$ cat src/rtl/lcd_tx_sequencer_pkg.sv
// Shared types and constants for the LCD transmit sequencer.
// FIFO words are {is_cmd, byte}; ROM entries are {is_delay, word}.
package lcd_tx_sequencer_pkg;

  typedef enum logic [2:0] {
    S_IDLE,
    S_INIT_RD,
    S_INIT_PUSH,
    S_INIT_WAIT,
    S_PG_CMD,
    S_FB_RD,
    S_FB_PUSH,
    S_DONE
  } state_t;

  localparam int CMD_BIT = 8;
  localparam int DLY_BIT = 9;
  localparam int ROM_AW  = 4;

  localparam logic [7:0] SET_PAGE = 8'hB0;
  localparam logic [7:0] COL_HI   = 8'h10;
  localparam logic [7:0] COL_LO   = 8'h00;

  function automatic logic [8:0] cmd_word(
    input logic [7:0] op
  );
    return {1'b1, op};
  endfunction

endpackage

$ cat src/rtl/lcd_tx_sequencer_rom.sv
// Power-up init script for the DOGS-style controller.
// Delay entries carry a count of delay units in bits [7:0].
module lcd_tx_sequencer_rom
  import lcd_tx_sequencer_pkg::*;
(
  input  logic [ROM_AW-1:0] i_addr,
  output logic [9:0]        o_entry
);

  always_comb begin
    o_entry = 10'h000;
    case (i_addr)
      4'd0:  o_entry = 10'h1E2;
      4'd1:  o_entry = 10'h202;
      4'd2:  o_entry = 10'h140;
      4'd3:  o_entry = 10'h1A1;
      4'd4:  o_entry = 10'h1C0;
      4'd5:  o_entry = 10'h1A6;
      4'd6:  o_entry = 10'h1A2;
      4'd7:  o_entry = 10'h12F;
      4'd8:  o_entry = 10'h200;
      4'd9:  o_entry = 10'h127;
      4'd10: o_entry = 10'h181;
      4'd11: o_entry = 10'h110;
      4'd12: o_entry = 10'h1FA;
      4'd13: o_entry = 10'h190;
      4'd14: o_entry = 10'h201;
      4'd15: o_entry = 10'h1AF;
    endcase
  end

endmodule

$ cat src/rtl/lcd_tx_sequencer.sv
// LCD transmit sequencer: init script, framebuffer refresh
// and CPU direct writes, all feeding one 9-bit FIFO.
module lcd_tx_sequencer
  import lcd_tx_sequencer_pkg::*;
#(
  parameter int PAGES      = 8,
  parameter int COLS       = 102,
  parameter int INIT_LEN   = 16,
  parameter int DELAY_TICK = 100000,
  parameter int FB_AW      = 10
) (
  input  logic             clk,
  input  logic             rst,
  input  logic             i_start_init,
  input  logic             i_refresh_req,
  output logic             o_busy,
  output logic             o_done,
  input  logic             i_cpu_wr,
  input  logic [8:0]       i_cpu_din,
  output logic             o_cpu_ready,
  output logic [FB_AW-1:0] o_fb_addr,
  input  logic [7:0]       i_fb_data,
  output logic             o_fifo_wr,
  output logic [8:0]       o_fifo_din,
  input  logic             i_fifo_full
);

  localparam int TW = $clog2(DELAY_TICK + 1);

  state_t            r_state;
  state_t            w_state_nxt;
  logic              r_init_pend;
  logic              r_frame_pend;
  logic [ROM_AW-1:0] r_idx;
  logic [3:0]        r_page;
  logic [7:0]        r_col;
  logic [1:0]        r_cmd_n;
  logic [7:0]        r_units;
  logic [TW-1:0]     r_tick;
  logic [7:0]        r_fb_data;
  logic              r_fb_hold;
  logic              r_fifo_wr;
  logic [8:0]        r_fifo_din;

  logic [9:0] w_entry;
  logic [8:0] w_word;
  logic [7:0] w_byte;
  logic       w_push;
  logic       w_go;
  logic       w_idle;
  logic       w_tick_end;
  logic       w_wait_end;
  logic       w_last_idx;
  logic       w_last_col;
  logic       w_last_page;
  logic       w_take_init;
  logic       w_take_frame;

  lcd_tx_sequencer_rom u_rom (
    .i_addr  (r_idx),
    .o_entry (w_entry)
  );

  assign w_idle      = (r_state == S_IDLE);
  assign w_go        = w_push & ~i_fifo_full;
  assign w_last_idx  = (r_idx == ROM_AW'(INIT_LEN - 1));
  assign w_last_col  = (r_col == 8'(COLS - 1));
  assign w_last_page = (r_page == 4'(PAGES - 1));
  assign w_tick_end  = (r_tick == TW'(DELAY_TICK - 1));
  assign w_byte      = r_fb_hold ? r_fb_data : i_fb_data;

  // Expire on the last tick of the last unit; zero units take one cycle.
  assign w_wait_end = (r_units == 8'd0) |
                      ((r_units == 8'd1) & w_tick_end);

  assign w_take_init  = w_idle & r_init_pend;
  assign w_take_frame = w_idle & ~r_init_pend & r_frame_pend;

  assign o_busy      = ~w_idle | r_init_pend | r_frame_pend;
  assign o_done      = (r_state == S_DONE);
  assign o_cpu_ready = w_idle & ~r_init_pend & ~r_frame_pend &
                       ~i_fifo_full & ~rst;
  assign o_fb_addr   = FB_AW'(r_page) * FB_AW'(COLS) + FB_AW'(r_col);
  assign o_fifo_wr   = r_fifo_wr;
  assign o_fifo_din  = r_fifo_din;

  always_comb begin
    w_state_nxt = r_state;
    w_push      = 1'b0;
    w_word      = 9'h000;
    unique case (r_state)
      S_IDLE: begin
        if (r_init_pend) begin
          w_state_nxt = S_INIT_RD;
        end else if (r_frame_pend) begin
          w_state_nxt = S_PG_CMD;
        end else if (i_cpu_wr & o_cpu_ready) begin
          w_push = 1'b1;
          w_word = i_cpu_din;
        end
      end
      S_INIT_RD: begin
        w_state_nxt = w_entry[DLY_BIT] ? S_INIT_WAIT
                                       : S_INIT_PUSH;
      end
      S_INIT_PUSH: begin
        w_push = 1'b1;
        w_word = w_entry[8:0];
        if (!i_fifo_full)
          w_state_nxt = w_last_idx ? S_DONE : S_INIT_RD;
      end
      S_INIT_WAIT: begin
        if (w_wait_end)
          w_state_nxt = w_last_idx ? S_DONE : S_INIT_RD;
      end
      S_PG_CMD: begin
        w_push = 1'b1;
        if (r_cmd_n == 2'd0)
          w_word = cmd_word(SET_PAGE | {4'h0, r_page});
        else if (r_cmd_n == 2'd1)
          w_word = cmd_word(COL_HI | {4'h0, r_col[7:4]});
        else
          w_word = cmd_word(COL_LO | {4'h0, r_col[3:0]});
        if (!i_fifo_full && r_cmd_n == 2'd2)
          w_state_nxt = S_FB_RD;
      end
      S_FB_RD: begin
        w_state_nxt = S_FB_PUSH;
      end
      S_FB_PUSH: begin
        w_push = 1'b1;
        w_word = {1'b0, w_byte};
        if (!i_fifo_full) begin
          if (!w_last_col)
            w_state_nxt = S_FB_RD;
          else
            w_state_nxt = w_last_page ? S_DONE : S_PG_CMD;
        end
      end
      S_DONE: begin
        w_state_nxt = S_IDLE;
      end
      default: begin
        w_state_nxt = S_IDLE;
      end
    endcase
  end

  always_ff @(posedge clk) begin
    if (rst) begin
      r_state      <= S_IDLE;
      r_init_pend  <= 1'b0;
      r_frame_pend <= 1'b0;
      r_idx        <= '0;
      r_page       <= '0;
      r_col        <= '0;
      r_cmd_n      <= '0;
      r_units      <= '0;
      r_tick       <= '0;
      r_fb_data    <= '0;
      r_fb_hold    <= 1'b0;
      r_fifo_wr    <= 1'b0;
      r_fifo_din   <= '0;
    end else begin
      r_state      <= w_state_nxt;
      r_fifo_wr    <= w_go;
      r_init_pend  <= i_start_init | (r_init_pend & ~w_take_init);
      r_frame_pend <= i_refresh_req |
                      (r_frame_pend & ~w_take_frame);
      if (w_go)
        r_fifo_din <= w_word;
      unique case (r_state)
        S_IDLE: begin
          r_idx   <= '0;
          r_page  <= '0;
          r_col   <= '0;
          r_cmd_n <= '0;
        end
        S_INIT_RD: begin
          r_units <= w_entry[7:0];
          r_tick  <= '0;
        end
        S_INIT_PUSH: begin
          if (w_go && !w_last_idx)
            r_idx <= r_idx + 1'b1;
        end
        S_INIT_WAIT: begin
          if (w_wait_end) begin
            if (!w_last_idx)
              r_idx <= r_idx + 1'b1;
          end else if (w_tick_end) begin
            r_tick  <= '0;
            r_units <= r_units - 1'b1;
          end else begin
            r_tick <= r_tick + 1'b1;
          end
        end
        S_PG_CMD: begin
          if (w_go)
            r_cmd_n <= (r_cmd_n == 2'd2) ? 2'd0
                                         : r_cmd_n + 1'b1;
        end
        S_FB_PUSH: begin
          if (!r_fb_hold)
            r_fb_data <= i_fb_data;
          r_fb_hold <= ~w_go;
          if (w_go) begin
            if (!w_last_col) begin
              r_col <= r_col + 1'b1;
            end else begin
              r_col <= '0;
              if (!w_last_page)
                r_page <= r_page + 1'b1;
            end
          end
        end
        default: begin
        end
      endcase
    end
  end

endmodule

$ cat config.mk
export PLATFORM = sky130hd
export DESIGN_NAME = lcd_tx_sequencer
export DESIGN_NICKNAME = d
export VERILOG_FILES = /design/src/rtl/lcd_tx_sequencer_pkg.sv /design/src/rtl/lcd_tx_sequencer_rom.sv /design/src/rtl/lcd_tx_sequencer.sv
export SDC_FILE = /design/constraint.sdc
export NUM_CORES = 1
export LEC_CHECK = 0
export ABC_AREA = 1
export BUFFER_PORTS_ARGS = -buffer_cell sky130_fd_sc_hd__buf_4
export CAP_MARGIN = 20
export CORE_ASPECT_RATIO = 1.1
export CORE_MARGIN = 2
export CORE_UTILIZATION = 35
export CTS_BUF_LIST = sky130_fd_sc_hd__clkbuf_16
export DETAILED_ROUTE_END_ITERATION = 7
export PLACE_DENSITY_LB_ADDON = 0.25
export SYNTH_ARGS = -nofsm -noshare
export SYNTH_HDL_FRONTEND = slang
export SYNTH_SLANG_ARGS = --single-unit
$ cat constraint.sdc
create_clock -name clk -period 9.2 [get_ports clk]
set_clock_uncertainty 0.05 [all_clocks]
set_input_delay 1.84 -clock clk [delete_from_list [all_inputs] [get_ports clk]]
set_output_delay 1.84 -clock clk [all_outputs]
set_load 0.01 [all_outputs]
# Yosys cells after proc, flatten, opt, wreduce, memory -nomap -nowiden
# Memory sizes are Yosys's and may differ from the RTL's. A register that Yosys moved wholly into a read port is not among the register bits.
# Cells that the tools add are included.
[totals]
register_bits = 67
romBits = 160
out_inout_bits = 23
mem_count = 1
[mem_list]
columns = ["name", "depth", "word_bits", "read_ports", "rd_clocked_by_memory_dff", "wr", "line_no", "source"]
rows = [
  ["(name not given)", 16, 10, 1, 1, 0, "lcd_tx_sequencer_rom.sv:12", "case (i_addr)"],
]
[op_classes]
add_sub_neg = 7
mul = 1
n_eq_ne = 27
n_mux = 44
n_bitwise = 24
n_reduce_logical = 19
[ops]
columns = ["op", "count"]
rows = [
  ["$mux W8", 6],
  ["$pmux W9 S4", 1],
  ["$mux W17", 2],
  ["$pmux W17 S2", 1],
  ["$mux W4", 8],
  ["$pmux W8 S2", 2],
  ["$mux W9", 3],
  ["$ne A2 B2 Y1 const B", 12],
  ["$pmux W3 S8", 1],
  ["$mux W3", 7],
  ["$add A17 B1 Y17 const B", 1],
  ["$eq A17 B17 Y1 const B", 1],
  ["$eq A3 B3 Y1 const B", 4],
  ["$pmux W4 S3", 1],
  ["$and A1 B1 Y1", 11],
  ["$add A10 B8 Y10", 1],
  ["$mul A4 B6 Y9 const B", 1],
  ["$add A4 B1 Y4 const B", 2],
  ["$add A8 B1 Y8 const B", 1],
  ["$eq A8 B1 Y1 const B", 1],
  ["$eq A8 B7 Y1 const B", 1],
  ["$logic_not A8 Y1", 1],
  ["$mux W2", 4],
  ["$not A1 Y1", 8],
  ["other kinds (26)", 41],
]

# Logic depth before layout (Yosys ltp)
# Gate-level depths: netlist of the first run.
[depth]
word_depth = 16
mapped_depth = 17

# Hierarchy
# From an unflattened synthesis of the first run, not the netlist that was laid out.
[unflattened]
hier_cells = 776
area_unflattened_um2 = 4931.0
[modules_own_cells]
columns = ["module", "instances", "cells_per_inst", "area_each_um2", "seq_area_each_um2"]
rows = [
  ["lcd_tx_sequencer", 1, 711, 4579.4, 1341.3],
  ["lcd_tx_sequencer_rom", 1, 65, 351.6, 0.0],
]

# Worst setup path after synthesis of the first run
# Ideal clock, no wire load.
[synth_timing]
kind = "register -> output"
from = "register r_page[2]"
to = "output port o_fb_addr[9]"
t_arrival_ps = 2665
t_required_ps = 7310
path_slack_ps = 4645
stages_incl_launch_ff = 15
path_cell_list = "dfxtp_1 -> inv_1 -> ha_1 -> ha_1 -> or2_2 -> ha_1 -> inv_1 -> xor2_1 -> inv_1 -> ha_1 -> inv_1 -> o21ai_0 -> a21o_1 -> nand2_1 -> xor2_1"
[synth_between]
elab_chain_len = 2
[synth_lines]
columns = ["item", "line_no", "source"]
rows = [
  ["start, declared", "lcd_tx_sequencer.sv:35", "logic [3:0] r_page;"],
  ["start signal, assigned", "lcd_tx_sequencer.sv:213", "r_page <= r_page + 1'b1;"],
  ["$mul A4 B6 Y9", "lcd_tx_sequencer.sv:83", "assign o_fb_addr = FB_AW'(r_page) * FB_AW'(COLS) + FB_AW'(r_col);"],
  ["$add A10 B8 Y10", "lcd_tx_sequencer.sv:83", ""],
  ["end, declared", "lcd_tx_sequencer.sv:21", "output logic [FB_AW-1:0] o_fb_addr,"],
]
# No other way between the ends.

# Final worst setup path of the first run
# Ends and elaborated chain as after synthesis.

==> results.py, run 1 <==
metrics = {
    "global_routing": {
        "grt_pass1_vias": 4532,
        "grt-ovfl-total": 0,
        "grt_max_degree": 29,
        "antenna_found_initial": 0,
        "grt_usage_pct": 18.3,
        "grt_pass1_wl_microns": 21400,
    },
    "power": {
        "clockPowerShare_pct": 26.0,
        "p_total_uw": 1330,
        "p_leak_uw": 0.00249,
        "ir_worst_vdd_mv": 0.0919,
        "seqPwrFrac_pct": 34.3,
        "share_comb_of_total_power_pct": 39.8,
        "switching_power_uw": 536,
        "netSwitchingFraction_pct": 40.4,
        "power_density_mw_per_mm2": 239,
        "p_int_uw": 789,
    },
    "sta": {
        "period_share_pct": 56.0,
        "drv_slew": 0,
        "timing.fmax_mhz": 194,
        "worstMarginPinSlew_ns": 0.770,
        "finalSetupViolCount": 0,
        "rsz0062_at_grt": "false",
        "fin_tns_setup_ns": 0,
        "slew_headroom_pct": 48.5,
        "hold_violations": 0,
        "min_period_ns": 5.15,
    },
    "floorplan": {
        "io-pin-count": 46,
        "die_area_sq_mm": 0.0147,
        "fp-row-count": 44,
        "die_x_microns": 116,
        "die_h_microns": 127,
        "core_sq_mm": 0.0133,
        "initial_utilization_pct": 36.1,
    },
    "critical_path": {
        "critPathMaxStageDelay_ns": 0.44,
        "critPathRequiredTime_ns": 7.31,
        "start_kind": "flip-flop",
        "crit_type": "flip-flop to output port",
        "critical_path.cell_chain": "inv_1 -> ha_1 -> ha_1 -> or2_2 -> ha_1 -> inv_1 -> xor2_1 -> inv_1 -> ha_1 -> inv_1 -> o21ai_0 -> a21o_1 -> nand2_1 -> xor2_1 -> buf_4",
        "crit_arrival_ns": 3.26,
        "cp_slowest_cell": "dfxtp_1",
        "cp-end-kind": "output port",
        "crit_fanout": 6,
        "r2r_slack_ns": 6.44,
    },
    "routing": {
        "drc": 0,
        "wl_per_cell_microns": 14.1,
        "wl_microns": 12800,
        "num_vias": 4585,
        "vias_per_cell": 5.03,
        "drt_pre_antenna_iters": 5,
        "ant_nets": 0,
        "drt_iter0_markers": 276,
    },
    "synthesis": {
        "syn-cell-area_sq_mm": 0.00482,
        "avgSynthCellArea_sq_um": 7.01,
        "yosysUniqueCellTypes": 49,
        "synth_warnings": 0,
        "syn-num-nets": 741,
        "synth-async-reset-ratio_pct": 0,
        "synth_edf_count": 0,
        "synth-main-ff-cell": "dfxtp_1",
        "synthCells": 687,
        "ys_seq_area_share_pct": 32.0,
        "yosys_register_bits": 77,
    },
    "layout": {
        "stdcell_count": 912,
        "diodes": 0,
        "layout.nets": 779,
        "drive_gt1_share_pct": 13.7,
        "fillers": 1418,
        "synthToLayoutAreaGrowth_pct": 15.3,
    },
    "job": {
        "maxCapViolCount": 0,
    },
    "placement": {
        "placed_cells_incl_taps": 898,
        "dp_hpwl_microns": 9750,
        "port_buffers": 45,
        "routabilityCongestion": 0.870,
    },
    "clocking": {
        "path_clk_slew_ns": 0.06,
        "cts_tree": "done",
        "numCtsBuffers": 9,
        "clockRootBuffer": "clkbuf_16",
        "h-tree-depth": 3,
        "post_cts_buffers": 0,
        "cts_max_path_buffers": 2,
        "clock_sinks": 77,
        "ctsHoldBuffers": 0,
        "clkLatencyLatePin_ns": 0.34,
        "ctsResizeCount": 0,
    },
    "status": {
        "run_status": "finished clean",
    },
    "min_path": {
        "hp-class": "flip-flop to flip-flop",
    },
}
==> stage by stage <==
step	util, %	setup slack (ns)	cell area (sq um)	hold WS, ns
after floorplan	-	4.64	4820	0.391
after global placement	39.6	4.47	5270	0.400
after detailed placement	39.6	4.37	5270	0.410
after CTS	41.7	4.02	5550	0.417
after global routing	41.7	3.81	5550	0.442
final	41.7	4.05	5550	0.415
==> worst max-delay path, delay by kind of cell, from the launching register on <==
kind / cells / cell delay (ns)
buffers and inverters: 5 / 0.44
adders and majority gates: 4 / 1.01
xor gates and xnor gates: 2 / 0.29
and+or+nand+nor: 2 / 0.34
DFF: 1 / 0.44
AOI/OAI and AO/OA: 2 / 0.39
==> final timing paths <==
path | cells after the start | startpoint | end
max | 15 | r_page[2]$_SDFFE_PP0P_ | o_fb_addr[9]
min | 2 | r_fb_data[6]$_SDFFE_PP0P_ | r_fb_data[6]$_SDFFE_PP0P_
max reg2reg | 14 | r_state[1]$_SDFFE_PP0P_ | u_rom.o_entry[0]$_DFF_P_
min reg2reg | 2 | r_fb_data[6]$_SDFFE_PP0P_ | r_fb_data[6]$_SDFFE_PP0P_
==> area by class of cell <==
| type | instances | area [sq um] | share of cell area [%] |
|---|---|---|---|
| clock buffer | 9 | 225 | 4.06 |
| clock inverter | 5 | 55.1 | 0.992 |
| inverter | 85 | 322 | 5.79 |
| multi-input combinational | 506 | 2830 | 51.0 |
| sequential | 77 | 1540 | 27.8 |
| tap | 184 | 230 | 4.15 |
| timing repair buffer | 46 | 345 | 6.22 |
==> sequential cells by signal, indices dropped and copies added, names as in the netlist <==
register / count
o_fifo_wr: 1
r_page: 4
r_fb_hold: 1
r_init_pend: 1
r_col: 8
r_tick: 17
u_rom.o_entry: 10
r_frame_pend: 1
r_cmd_n: 2
r_fb_data: 8
r_state: 3
o_fifo_din: 9
r_units: 8
r_idx: 4
==> logic make-up (layout without fill, tap and decap cells) <==
| logic type | after synthesis | count (layout) | synth area share, % |
|---|---|---|---|
| AOI/OAI and AO/OA | 139 | 139 | 16.9 |
| xor gates and xnor gates | 18 | 18 | 3.27 |
| adders and majority gates | 31 | 31 | 8.21 |
| buffers and inverters | 104 | 145 | 9.20 |
| DFF | 77 | 77 | 32.0 |
| muxes | 1 | 1 | 0.208 |
| and+or+nand+nor | 317 | 317 | 30.2 |
==> synth_stat cells (all sizes together) (4+ instances only) <==
cell | n | area [sq um]
a211oi | 11 | 82.6
a21oi | 63 | 323
a31oi | 4 | 25.0
buf | 12 | 95.1
clkbuf | 7 | 26.3
dfxtp | 77 | 1540
ha | 30 | 375
inv | 82 | 310
nand2 | 163 | 664
nand3 | 47 | 278
nand4 | 11 | 68.8
nor2 | 68 | 290
nor3 | 19 | 95.1
o211ai | 5 | 42.5
o21ai | 39 | 195
xor2 | 15 | 131
==> cell usage in the layout (no fill, tap or decap), types with 4 or more instances in the layout <==
cell	n
a211oi_1	11
a21oi_1	61
a31oi_1	4
buf_4	46
clkbuf_16	9
dfxtp_1	77
ha_1	30
inv_1	73
inv_2	9
nand2_1	150
nand2_2	9
nand2_4	4
nand3_1	43
nand4_1	11
nor2_1	60
nor2_2	5
nor3_1	19
o211ai_1	4
o21ai_0	32
o21ai_1	7
xor2_1	15
==> power by group through the flow <==
stage	clock network [uW]	logic, uW	registers, uW
4_1_cts	351	528	454
2_1_floorplan	0	404	446
3_3_place_gp	0	514	460
5_1_grt	366	600	464
6_report	344	527	454
3_5_place_dp	0	526	461
==> metal layers <==
| layer | vias up | global-route usage, % | wire, microns |
|---|---|---|---|
| li1 | 2358 | - | - |
| met1 | 2107 | 22.4 | 5810 |
| met2 | 103 | 31.7 | 6300 |
| met3 | 17 | 3.23 | 448 |
| met4 | 0 | 7.42 | 271 |
| met5 | - | 0 | 0 |
Note: power is estimated with default switching activity, not from simulation.
==> inputs of run 2 (changes only) <==
Clock period 9.2 ns to 4.4 ns, I/O delays scaled along.
==> run 2 against run 1 <==
Effect of this change: final area grew 0.65%; combinational power grew 110%; worst hold slack lost 0.0012 ns; via count shrank 1.1%; routed wire length shrank 2.1%; global-route usage shrank 0.49 points; largest cell class unchanged.
==> results.py, run 2 (same netlist as run 1, synthesis figures left out) <==
metrics = {
    "power": {
        "power_density_mw_per_mm2": 502,
        "p_leak_uw": 0.00251,
        "ir_worst_vdd_mv": 0.269,
    },
    "routing": {
        "wl_met1_microns": 5840,
        "drt_pre_antenna_iters": 4,
        "num_vias": 4535,
        "drt_iter0_markers": 249,
        "route.top_layer_used": "met4",
        "vias_per_cell": 4.95,
        "wl_met2_microns": 6030,
        "wl_met3_microns": 470,
        "wl_per_cell_microns": 13.7,
        "ant_nets": 0,
        "wl_microns": 12600,
        "drc": 0,
    },
    "critical_path": {
        "crit_type": "flip-flop to output port",
        "start_kind": "flip-flop",
        "cp_common_cell": "ha_1",
        "critical_path.cell_chain": "inv_1 -> ha_1 -> ha_1 -> or2_2 -> ha_1 -> inv_1 -> o21bai_1 -> a31oi_1 -> xor2_1 -> ha_1 -> a21o_1 -> nand2_1 -> xor2_1 -> buf_4",
        "crit_arrival_ns": 3.27,
        "crit_start": "r_page[2]$_SDFFE_PP0P_",
        "critPathMaxStageDelay_ns": 0.43,
        "cp-end-kind": "output port",
        "rr_startpoint": "r_state[1]$_SDFFE_PP0P_",
        "crit_fanout": 6,
        "critPathRequiredTime_ns": 3.47,
        "cp_slowest_cell": "dfxtp_1",
        "reg2reg_depth": 15,
    },
    "sta": {
        "period_share_pct": 95.5,
        "worst_slack_ns": 0.197,
        "min_period_ns": 4.20,
        "fin_tns_setup_ns": 0,
        "worstMarginPinSlew_ns": 0.630,
        "drv_slew": 0,
        "slew_headroom_pct": 57.7,
        "rsz0062_at_grt": "false",
        "finalSetupViolCount": 0,
        "timing.fmax_mhz": 238,
        "hold_violations": 0,
    },
    "clocking": {
        "h-tree-depth": 3,
        "clockRootBuffer": "clkbuf_16",
        "clkLatencyLatePin_ns": 0.34,
        "cts_max_path_buffers": 2,
        "clock_sinks": 77,
        "cts_tree": "done",
        "post_cts_buffers": 0,
        "path_clk_slew_ns": 0.06,
        "ctsHoldBuffers": 0,
        "ctsResizeCount": 0,
        "numCtsBuffers": 9,
    },
    "global_routing": {
        "antenna_found_initial": 0,
        "grt-ovfl-total": 0,
        "grt_max_degree": 29,
        "grt_pass1_wl_microns": 20900,
        "grt_usage_pct": 17.8,
        "grt_pass1_vias": 4416,
    },
    "placement": {
        "port_buffers": 45,
        "dp_hpwl_microns": 9610,
        "routabilityCongestion": 0.853,
        "post-place-ws_ns": 0.517,
    },
    "floorplan": {
        "core_sq_mm": 0.0133,
        "die_x_microns": 116,
        "fp-row-count": 44,
        "initial_utilization_pct": 36.1,
        "die_h_microns": 127,
        "die_area_sq_mm": 0.0147,
        "io-pin-count": 46,
    },
    "status": {
        "run_status": "finished clean",
    },
    "layout": {
        "synthToLayoutAreaGrowth_pct": 16.0,
        "drive_gt1_share_pct": 14.2,
        "diodes": 0,
        "mostFrequentLayoutCells": "150 x nand2_1, 77 x dfxtp_1, 73 x inv_1",
        "final_util_pct": 41.9,
        "largest_register_ffs": 17,
        "top_register": "r_tick",
        "final_common_cell": "nand2_1",
        "layout.nets": 781,
        "fillers": 1445,
    },
    "min_path": {
        "holdPathStages": 2,
        "hp-class": "flip-flop to flip-flop",
        "hp-start": "r_fb_data[5]$_SDFFE_PP0P_",
    },
    "job": {
        "maxCapViolCount": 0,
    },
}
-- run 2: stage by stage --
step	instances	cell area, sq um	hold WS [ns]	power [uW]
2_1_floorplan	687	4820	0.391	1780
3_3_place_gp	900	5290	0.400	2040
3_5_place_dp	900	5290	0.404	2070
4_1_cts	916	5590	0.416	2820
5_1_grt	916	5590	0.438	3040
6_report	916	5590	0.414	2810
-- run 2: metal layers --
layer	up-vias	GRT usage [%]
met5	-	0
met4	0	6.37
met3	16	3.84
met2	72	30.2
met1	2083	22.3
li1	2364	-
-- run 2: path summary, 6_finish.rpt --
check                                                  to  slack [ns]
worst max register to register   u_rom.o_entry[7]$_DFF_P_        1.64
worst min-delay path            r_fb_data[5]$_SDFFE_PP0P_        0.41
worst max-delay path                         o_fb_addr[9]        0.20
worst min register to register  r_fb_data[5]$_SDFFE_PP0P_        0.41
-- run 2: where the power goes --
group,switching [uW],total (uW),internal (uW)
Combinational,712,1100,391
Sequential,116,950,834
Clock,311,753,442
-- run 2: area by class of cell --
type	count	area (sq um)	area share, %
clock inverter	7	76.3	1.37
timing repair buffer	48	360	6.45
clock buffer	9	225	4.03
multi-input combinational	506	2830	50.7
sequential	77	1540	27.6
tap	184	230	4.12
inverter	85	322	5.76
-- run 2: critical path, delay by kind of cell (launching register included) --
| family | cells | cell delay, ns |
|---|---|---|
| adder cells (fa/ha/maj) | 4 | 0.99 |
| AO/OA/AOI/OAI | 3 | 0.50 |
| flip-flops | 1 | 0.43 |
| AND/OR/NAND/NOR | 2 | 0.35 |
| buffers and inverters | 3 | 0.34 |
| XOR/XNOR | 2 | 0.32 |
==> inputs of run 3 (changes only) <==
Settings changed: SETUP_SLACK_MARGIN from default to 0.4.
==> run 3 against run 2 <==
Effect of this change: worst setup slack gained 0.33 ns; routed wire length up 1.1%; combinational power hardly changed; global-route usage up 0.089 points; largest cell class unchanged.
==> results.py, run 3 (same netlist as run 1, synthesis figures left out) <==
metrics = {
    "status": {
        "run_status": "finished clean",
    },
    "clocking": {
        "h-tree-depth": 3,
        "clock_sinks": 77,
        "clkLatencyLatePin_ns": 0.34,
        "cts_max_path_buffers": 2,
        "clockRootBuffer": "clkbuf_16",
        "path_clk_slew_ns": 0.06,
        "cts_tree": "done",
        "numCtsBuffers": 9,
    },
    "sta": {
        "rsz0062_at_grt": "false",
        "worstMarginPinSlew_ns": 0.605,
        "worst_slack_ns": 0.526,
        "period_share_pct": 88.0,
        "slew_headroom_pct": 59.4,
        "hold_violations": 0,
        "finalSetupViolCount": 0,
        "drv_slew": 0,
        "min_period_ns": 3.87,
        "fin_tns_setup_ns": 0,
        "timing.fmax_mhz": 258,
    },
    "routing": {
        "ant_nets": 0,
        "wl_microns": 12700,
        "drt_iter0_markers": 239,
        "drc": 0,
        "drt_pre_antenna_iters": 5,
        "num_vias": 4553,
        "vias_per_cell": 4.95,
        "wl_per_cell_microns": 13.8,
    },
    "critical_path": {
        "cp_slowest_cell": "dfxtp_4",
        "r2r_slack_ns": 1.63,
        "cp_top_family": "adder cells",
        "path_buf_inv": 3,
        "critPathRequiredTime_ns": 3.47,
        "crit_arrival_ns": 2.94,
        "critical_path.cell_chain": "inv_1 -> ha_2 -> ha_1 -> or2_4 -> ha_4 -> inv_4 -> o21bai_2 -> a31oi_1 -> xor2_1 -> ha_1 -> a21o_1 -> nand2_1 -> xor2_1 -> buf_4",
        "cp-end-kind": "output port",
        "critPathMaxStageDelay_ns": 0.34,
        "crit_fanout": 3,
        "crit_type": "flip-flop to output port",
        "start_kind": "flip-flop",
        "worstReg2RegEnd": "u_rom.o_entry[7]$_DFF_P_",
        "rr_startpoint": "r_state[1]$_SDFFE_PP0P_",
        "reg2reg_depth": 15,
    },
    "power": {
        "share_comb_of_total_power_pct": 39.6,
        "power_density_mw_per_mm2": 494,
        "p_total_uw": 2820,
        "netSwitchingFraction_pct": 40.7,
        "p_leak_uw": 0.00252,
        "seqPwrFrac_pct": 33.7,
        "ir_worst_vdd_mv": 0.269,
        "switching_power_uw": 1150,
        "clockPowerShare_pct": 26.8,
        "p_int_uw": 1670,
    },
    "floorplan": {
        "core_sq_mm": 0.0133,
        "fp-row-count": 44,
        "die_h_microns": 127,
        "io-pin-count": 46,
        "initial_utilization_pct": 36.1,
        "die_x_microns": 116,
        "die_area_sq_mm": 0.0147,
    },
    "layout": {
        "final_common_cell": "nand2_1",
        "mostFrequentLayoutCells": "150 x nand2_1, 75 x dfxtp_1, 72 x inv_1",
        "stdcell_count": 920,
        "layout.nets": 785,
        "synthToLayoutAreaGrowth_pct": 18.6,
        "largest_register_ffs": 17,
        "top_register": "r_tick",
        "drive_gt1_share_pct": 16.6,
        "regArea_sq_mm": 0.00155,
        "fillers": 1425,
        "multiInputGateArea_sq_mm": 0.00292,
        "diodes": 0,
    },
    "placement": {
        "dp_hpwl_microns": 9610,
        "placed_cells_incl_taps": 900,
        "post-place-ws_ns": 0.517,
        "routabilityCongestion": 0.853,
        "port_buffers": 45,
    },
    "min_path": {
        "holdPathStages": 2,
        "hp-start": "r_fb_data[5]$_SDFFE_PP0P_",
        "hp-class": "flip-flop to flip-flop",
        "hold_end": "r_fb_data[5]$_SDFFE_PP0P_",
    },
    "global_routing": {
        "antenna_found_initial": 0,
        "grt_pass1_wl_microns": 21000,
        "grt_pass1_vias": 4439,
        "grt_usage_pct": 17.9,
        "grt_max_degree": 29,
        "grt-ovfl-total": 0,
    },
    "job": {
        "maxCapViolCount": 0,
    },
}
[run 3: worst max path at each step]
| stage | end | slack [ns] | start | depth (start not counted) |
|---|---|---|---|---|
| 4_1_cts | o_fb_addr[9] | 0.42 | r_page[2]$_SDFFE_PP0P_ | 14 |
| 3_3_place_gp | o_fb_addr[9] | 0.62 | r_page[2]$_SDFFE_PP0P_ | 15 |
| 5_1_grt | o_fb_addr[9] | 0.38 | r_page[2]$_SDFFE_PP0P_ | 14 |
| 2_1_floorplan | o_fb_addr[9] | 0.80 | r_page[2]$_SDFFE_PP0P_ | 14 |
| 6_report | o_fb_addr[9] | 0.53 | r_page[2]$_SDFFE_PP0P_ | 14 |
| 3_5_place_dp | o_fb_addr[9] | 0.52 | r_page[2]$_SDFFE_PP0P_ | 15 |
[run 3: repair_timing]
action                                  in CTS  in global routing
hold buffers                                 0                  0
buffers inserted                             4                  0
pin swaps                                    3                  3
resized for setup                            8                 10
endpoints found under the setup margin       3                  3
[run 3: power by group through the flow]
stage	clock (uW)	sequential (uW)	combinational (uW)
after floorplan	0	933	845
after global placement	0	963	1080
after detailed placement	0	965	1110
after CTS	766	949	1110
after global routing	803	969	1280
final	755	949	1120
[run 3: through the flow]
stage / utilization [%] / hold WS [ns] / cell area (sq um)
6_report: 42.9 / 0.414 / 5710
5_1_grt: 42.9 / 0.438 / 5710
4_1_cts: 42.4 / 0.416 / 5650
3_5_place_dp: 39.7 / 0.404 / 5290
3_3_place_gp: 39.7 / 0.400 / 5290
2_1_floorplan: - / 0.391 / 4820
[run 3: layer usage]
| metal | part of all wire (%) | global-route usage [%] |
|---|---|---|
| met1 | 46 | 22.3 |
| met2 | 48 | 30.4 |
| met3 | 3.8 | 3.84 |
| met4 | 2.4 | 6.37 |
| met5 | 0 | 0 |
[run 3: area by class of cell]
cell class	instances	area share [%]
inverter	85	5.68
clock buffer	9	3.94
timing repair buffer	52	6.84
multi-input combinational	506	51.1
clock inverter	7	1.34
tap	184	4.03
sequential	77	27.1
[run 3: worst reg2reg max path, delay by kind of cell (launching register included)]
kind,cells,cell delay [ns]
buffers and inverters,2,0.21
DFF,1,0.53
adders and majority gates,1,0.34
AOI/OAI and AO/OA,1,0.09
and+or+nand+nor,11,1.50
